<file path="src/rtl/seq_generator.sv">
// Frame-burst symbol generator: emits rep+1 three-symbol frames selected by mode,
// each followed by GAP idle symbols, then a one-cycle done pulse.
module seq_generator #(
  parameter int GAP   = 2,
  parameter int REP_W = 4
) (
  input  logic             clk,
  input  logic             clr,
  input  logic             start,
  input  logic [1:0]       mode,
  input  logic [REP_W-1:0] rep,
  input  logic             hold,
  input  logic             abort,
  output logic             A,
  output logic             B,
  output logic             valid,
  output logic             exp_z,
  output logic             ready,
  output logic             done
);

  localparam int GW = 4;

  typedef enum logic [2:0] {
    S_IDLE, S_SYM0, S_SYM1, S_SYM2, S_GAP, S_DONE
  } state_t;

  state_t           state, nxt;
  logic [1:0]       mode_q, mode_n;
  logic [REP_W-1:0] frm, frm_n;
  logic [GW-1:0]    gcnt, gcnt_n;
  logic [1:0]       ab_n;
  logic             valid_n, exp_z_n, ready_n, done_n;

  function automatic logic [1:0] pat(input logic [1:0] m, input logic [1:0] idx);
    logic [1:0] s;
    s = 2'b11;
    case (idx)
      2'd0: s = (m == 2'b10) ? 2'b00 : 2'b01;
      2'd1: s = 2'b11;
      2'd2: begin
        case (m)
          2'b00:   s = 2'b01;
          2'b01:   s = 2'b00;
          2'b10:   s = 2'b10;
          default: s = 2'b11;
        endcase
      end
      default: s = 2'b11;
    endcase
    return s;
  endfunction

  // End of a frame's tail: either start the next frame or finish the burst.
  always_comb begin
    nxt    = state;
    mode_n = mode_q;
    frm_n  = frm;
    gcnt_n = gcnt;
    if (abort) begin
      nxt    = S_IDLE;
      frm_n  = '0;
      gcnt_n = '0;
    end else if (!hold) begin
      case (state)
        S_IDLE: begin
          if (start) begin
            nxt    = S_SYM0;
            mode_n = mode;
            frm_n  = rep;
          end
        end
        S_SYM0: nxt = S_SYM1;
        S_SYM1: nxt = S_SYM2;
        S_SYM2: begin
          if (GAP > 0) begin
            nxt    = S_GAP;
            gcnt_n = GW'(GAP - 1);
          end else if (frm != '0) begin
            nxt   = S_SYM0;
            frm_n = frm - REP_W'(1);
          end else begin
            nxt = S_DONE;
          end
        end
        S_GAP: begin
          if (gcnt != '0) begin
            gcnt_n = gcnt - GW'(1);
          end else if (frm != '0) begin
            nxt   = S_SYM0;
            frm_n = frm - REP_W'(1);
          end else begin
            nxt = S_DONE;
          end
        end
        S_DONE:  nxt = S_IDLE;
        default: nxt = S_IDLE;
      endcase
    end
  end

  // Outputs are decoded from the next state so they come straight off flops.
  always_comb begin
    ab_n    = 2'b11;
    valid_n = 1'b0;
    exp_z_n = 1'b0;
    ready_n = (nxt == S_IDLE);
    done_n  = (nxt == S_DONE);
    case (nxt)
      S_SYM0: begin ab_n = pat(mode_n, 2'd0); valid_n = 1'b1; end
      S_SYM1: begin ab_n = pat(mode_n, 2'd1); valid_n = 1'b1; end
      S_SYM2: begin
        ab_n    = pat(mode_n, 2'd2);
        valid_n = 1'b1;
        exp_z_n = (mode_n != 2'b11);
      end
      default: ;
    endcase
  end

  always_ff @(posedge clk or posedge clr) begin
    if (clr) begin
      state  <= S_IDLE;
      mode_q <= '0;
      frm    <= '0;
      gcnt   <= '0;
      A      <= 1'b1;
      B      <= 1'b1;
      valid  <= 1'b0;
      exp_z  <= 1'b0;
      ready  <= 1'b1;
      done   <= 1'b0;
    end else begin
      state  <= nxt;
      mode_q <= mode_n;
      frm    <= frm_n;
      gcnt   <= gcnt_n;
      A      <= ab_n[1];
      B      <= ab_n[0];
      valid  <= valid_n;
      exp_z  <= exp_z_n;
      ready  <= ready_n;
      done   <= done_n;
    end
  end

endmodule

</file>
<file path="config.mk">
export PLATFORM = sky130hd
export DESIGN_NAME = seq_generator
export DESIGN_NICKNAME = d
export VERILOG_FILES = /design/src/rtl/seq_generator.sv
export SDC_FILE = /design/constraint.sdc
export NUM_CORES = 1
export LEC_CHECK = 0
export ABC_CLOCK_PERIOD_IN_PS = 1800
export CAP_MARGIN = 0
export CELL_PAD_IN_SITES_DETAIL_PLACEMENT = 2
export CELL_PAD_IN_SITES_GLOBAL_PLACEMENT = 2
export CORE_ASPECT_RATIO = 0.5
export CORE_UTILIZATION = 25
export CTS_CLUSTER_SIZE = 20
export DETAILED_ROUTE_END_ITERATION = 16
export GPL_TIMING_DRIVEN = 1
export PLACE_DENSITY = 0.63
export SYNTH_ARGS = -nofsm -noshare
export SYNTH_HDL_FRONTEND = slang
export SYNTH_SLANG_ARGS = --single-unit
</file>
<file path="constraint.sdc">
create_clock -name clk -period 1.8 [get_ports clk]
set_input_delay 0.45 -clock clk [delete_from_list [all_inputs] [get_ports clk]]
set_output_delay 0.45 -clock clk [all_outputs]
set_load 0.01 [all_outputs]
</file>
-- After elaboration in Yosys (flattened, before gate mapping)
Cells that the tools add are included.
- register bits after elaboration: 19
- output and inout bits: 6
- logic and storage cells: 63
- add/subtract/negate cells: 2
- eq/ne operators: 16
- mux-type cells: 25
- reductions and logical operators: 10
- operator list (operator ; number):
    2-to-1 mux 4 bit ; 8
    case mux 4 bit (2 select lines) ; 2
    2-to-1 mux 3 bit ; 5
    case mux 3 bit (5 select lines) ; 1
    == test 3 x 2 -> 1 bit (second input constant) ; 4
    inequality test 3 bit (second input constant) ; 4
    2-to-1 mux 2 bit ; 4
    nonzero test 4 bit ; 2
    subtractor 4 x 1 -> 4 bit (second input constant) ; 2
    == test 3 x 1 -> 1 bit (second input constant) ; 2
    == test 3 bit (second input constant) ; 2
    logical NOT 3 bit ; 2
    case mux 2 bit (3 select lines) ; 1
    nonzero test 3 bit ; 2
    AND reduction 5 bit ; 1
    case mux 2 bit (2 select lines) ; 1
    2-to-1 mux 1 bit ; 3
    AND reduction 3 bit ; 1
    OR reduction 3 bit ; 1
    == test 2 x 1 -> 1 bit (second input constant) ; 1
    == test 2 bit (second input constant) ; 1
    logical NOT 2 bit ; 1
    inequality test 2 x 1 -> 1 bit (second input constant) ; 1
    inequality test 2 bit (second input constant) ; 1

-- Logic depth before layout (Yosys ltp)
- word-level depth: 9
- gate-level depth with buffers: 9
- depth with buffers taken out: 8

-- Worst setup path after synthesis
Ideal clock, no wire load.
- kind: register -> register
- start point: register state[0]
- end point: register B
- data arrival time: 1.942 ns
- setup slack: -0.244 ns
- stages on the path, launching flop included: 9
- buffers on the path: 1
- clock period less this slack: 2.044 ns
- cells stage by stage: dfrtp_1 buf_4 or3_1 nor2_1 nand2_1 mux2_2 ha_1 mux2i_1 nand3_1
- word-level cells in the longest chain between the ends: 7
- elaborated cells between the ends (all ways): 21
- ends and longest elaborated chain (what ; line ; source):
    start, declared ; 28 ; state_t state, nxt;
    start signal, assigned ; 134 ; state <= nxt;
    logical NOT 3 bit (*) ; 65 ; case (state)
    2-to-1 mux 2 bit (*) ; 65 ;
    2-to-1 mux 2 bit (*) ; 64 ; end else if (!hold) begin
    2-to-1 mux 2 bit (*) ; 60 ; if (abort) begin
    named net mode_n[1] ; 29 ; logic [1:0] mode_q, mode_n;
    == test 2 bit (tied with other cells) ; 39, 42 ;
    case mux 2 bit (3 select lines) or 2-to-1 mux 1 bit (tied branches) ; 42, 39 ;
    case mux 2 bit (2 select lines) (*) ; 109 ; case (nxt)
    named net ab_n[0] ; 32 ; logic [1:0] ab_n;
    end signal, assigned ; 139 ; B <= ab_n[0];
    end, declared ; 15 ; output logic B,
The timed path passes the listed nets; every way through them passes the cells marked *.
A chain may end at the register's enable or synchronous reset.

-- Final worst setup path
- start point: input abort
- end point: register B
- word-level cells in the longest chain between the ends: 4
- elaborated cells between the ends (all ways): 10
- ends and longest elaborated chain (what ; line ; source):
    start, declared ; 13 ; input logic abort,
    2-to-1 mux 2 bit (*) ; 60 ;
    named net mode_n[1] ; 29 ;
    == test 2 bit (tied with other cells) ; 39, 42 ;
    case mux 2 bit (3 select lines) or 2-to-1 mux 1 bit (tied branches) ; 42, 39 ;
    case mux 2 bit (2 select lines) (*) ; 109 ;
    named net ab_n[0] ; 32 ;
Marks and branches as above.

==> summary.txt <==
Hold path
  • Worst min-delay path category: input pin to asynchronous set/reset pin

GRT
  • Vias in the first global route: 1,230
  • Total grt overflow: 0
  • Largest net degree at the start of global routing: 20
  • First-pass GRT wire length: 6000 um
  • Tot GR Track Use: 15.8%
  • Antenna violations before repair: 0

Die
  • Ports: 17
  • Die height: 50.8 um
  • Die X: 99.5 um
  • Die area: 5050 um^2
  • Core Area: 4490 um^2
  • # rows: 17
  • Starting Density: 26.5%

Synth
  • Xor/xnor share of the synthesized area: 0%
  • Async SR Flop Fraction: 100%
  • Post-synthesis mux area share: 4.42%
  • Post-synthesis cell area: 1190 um^2
  • Syn nets: 136
  • Synth top area share: 33.7%
  • Main combinational cell family by area after synthesis: simple AND/OR/NAND/NOR gates
  • Unique masters post-synth: 43
  • Post-synth top area cell: dfrtp_1
  • EDFF count, synth: 0
  • Mean Syn Cell Area: 9.91 um^2
  • Warnings from Yosys: 0
  • Synth Area in Simple Gates: 23.8%
  • Synth area leaders: dfrtp_1 34%, dfstp_2 6.6%, ha_1 5.3%
  • Top FF cell, synth: dfrtp_1
  • Syn Inst Count: 120
  • Synth Area in Compound Gates: 19.6%
  • Post-Synth Adder-Cell Area: 5.26%
  • Yosys reg bits: 19
  • Sequential element share of the synthesized area: 40.3%

Clocking
  • TritonCTS Buffers: 3
  • CTS tree: yes
  • Clock Sink Count: 19
  • Clock Path Buffers: 2
  • CTS Hold Bufs: 0
  • Clock transition at the registers of the reported paths: 80 ps
  • H-tree level count: 1
  • Root Driver: clkbuf_8
  • Clk_lat worst skew: 270 ps

Run status
  • Status: finished, violations left
  • Failing checks: negative setup slack

Placed design
  • Placed Area: 1610 um^2
  • Place WS: -559 ps
  • # port buffers: 16
  • DP HPWL: 2710 um
  • RD Place Congestion: 0.744

Final layout
  • Sequential cell area: 480 um^2
  • Fill count: 474
  • Layout area overhead: 52.7%
  • Most common cell after layout, fill and taps aside: buf_4
  • Ratio of cells with drive above 1 in the final layout: 41.7%
  • Post-Route Utilization: 40.5%
  • NumNets Final: 180
  • Antenna cell count: 0
  • Most frequent cells in the layout: 27 x buf_4, 15 x dfrtp_1, 14 x clkdlybuf4s50_1, 8 x inv_1, 8 x nor2_1
  • Area occupied by multi-input gates: 774 um^2
  • Cell area after layout: 1820 um^2

Setup path
  • Setup crit end kind: flip-flop
  • Worst endpoint data arrival time: 2010 ps
  • CP required: 2000 ps
  • CP Class: input pin to flip-flop
  • Worst setup SP type: input pin
  • CP Max Fanout: 3

Power
  • LEAKAGE: 0.000752 uW
  • P per Cell Area: 644 nW/um^2
  • Worst vdd ir: 0.393 mV

Route
  • DR WL/cell: 15.6 um
  • DR iter-0 viols: 29
  • Vias/cell: 4.78
  • Final ANT Viol Nets: 0
  • WL final: 3580 um
  • Vias: 1,094
  • Drc violations: 0
  • Drt pass-1 iters: 4

STA
  • Max Slew Vio Count: 0
  • Fmax: 551 MHz
  • Final Hold Violating Endpoints: 0
  • Worst-case clock skew: 8.48 ps
  • Slew HR: 75.7%
  • Final Setup Violations: 2
  • Min cycle time layout: 1810 ps
  • Final worst slack: -14.4 ps
  • Slew @ Worst Pin: 362 ps
  • Unrepaired setup endpoints after global routing: true
  • Crit share post-route: 101%

Flow run
  • Max Cap Violations: 0
==> kinds of logic after synthesis <==
kind of cell,count (synthesis)
adder cells (fa/ha/maj),5
AND/OR/NAND/NOR,46
buffers and inverters,15
multiplexers,5
AO/OA/AOI/OAI,30
flip-flops,19
==> state kept, by name, summed over array words and instances (netlist names) <==
signal and flops:
done 1, valid 1, A 1, gcnt 4, ready 1, B 1
frm 4, mode_q 2, state 3, exp_z 1
==> where the power goes <==
part | switching, uW | leakage [uW] | total (uW) | internal, uW
Clock | 163 | 0.0000217 | 319 | 157
Combinational | 174 | 0.000485 | 368 | 193
Sequential | 16.4 | 0.000245 | 482 | 466
Total | 353 | 0.000752 | 1170 | 816
==> critical path, stage by stage <==
cell             delay, ps
clkdlybuf4s50_1        540
nor2_4                 190
nand2_4                 70
mux2_4                 340
ha_4                   210
mux2i_1                130
nand3_1                 80
==> cell usage after synthesis, types with 2 or more instances <==
cell type / n
ha_1: 5
buf_2: 3
nand2_1: 7
dfrtp_1: 16
nor2_1: 10
a21oi_1: 4
a2111oi_0: 2
a211oi_1: 4
o211ai_1: 2
or3b_2: 3
or3_1: 2
o21ai_0: 8
dfstp_2: 3
o31ai_1: 2
nor3b_1: 4
mux2_2: 2
buf_6: 2
nand3_1: 4
mux2i_1: 3
nor3_1: 3
nor2b_1: 2
inv_1: 8
==> final cells by class <==
cell class / count / share of cell area (%)
tap: 66 / 4.55
multi-input combinational: 86 / 42.7
sequential: 19 / 26.5
clock buffer: 3 / 2.27
clock inverter: 1 / 0.414
inverter: 8 / 1.65
timing repair buffer: 46 / 22.0
==> per-layer routing <==
layer	track usage, %	vias up	share of wire (%)
met4	2.94	0	1.0
li1	-	528	-
met3	3.76	4	2.2
met5	0	-	0
met2	27.1	12	47
met1	20.5	550	50
==> path summary, 6_finish.rpt <==
path                       cells after the start           startpoint             endpoint  slack, ps
max in group asynchronous                      3                  clr      ready$_DFF_PP1_       1010
max reg2reg                                    7   state[0]$_DFF_PP0_          B$_DFF_PP1_        -10
min in group clk                               1  mode_q[1]$_DFF_PP0_  mode_q[1]$_DFF_PP0_        550
min                                            3                  clr       done$_DFF_PP0_        510
max                                            7                abort          B$_DFF_PP1_        -10
min reg2reg                                    1  mode_q[1]$_DFF_PP0_  mode_q[1]$_DFF_PP0_        550
==> stage by stage <==
stage	power (uW)	hold WS [ps]	instances	setup TNS, ps
finish	1170	512	229	-16.2
global placement	815	522	220	-4560
detailed placement	824	537	220	-5060
floorplan	686	399	120	-399
global route	1250	537	229	-241
CTS	1160	521	225	-61.8
==> repair_timing <==
action                                  CTS  global route
endpoints found under the setup margin   13            14
gates resized for setup                   6            25
setup buffers                             1             5
pin swaps                                 8             9
Power figures use the tool's default switching activity.
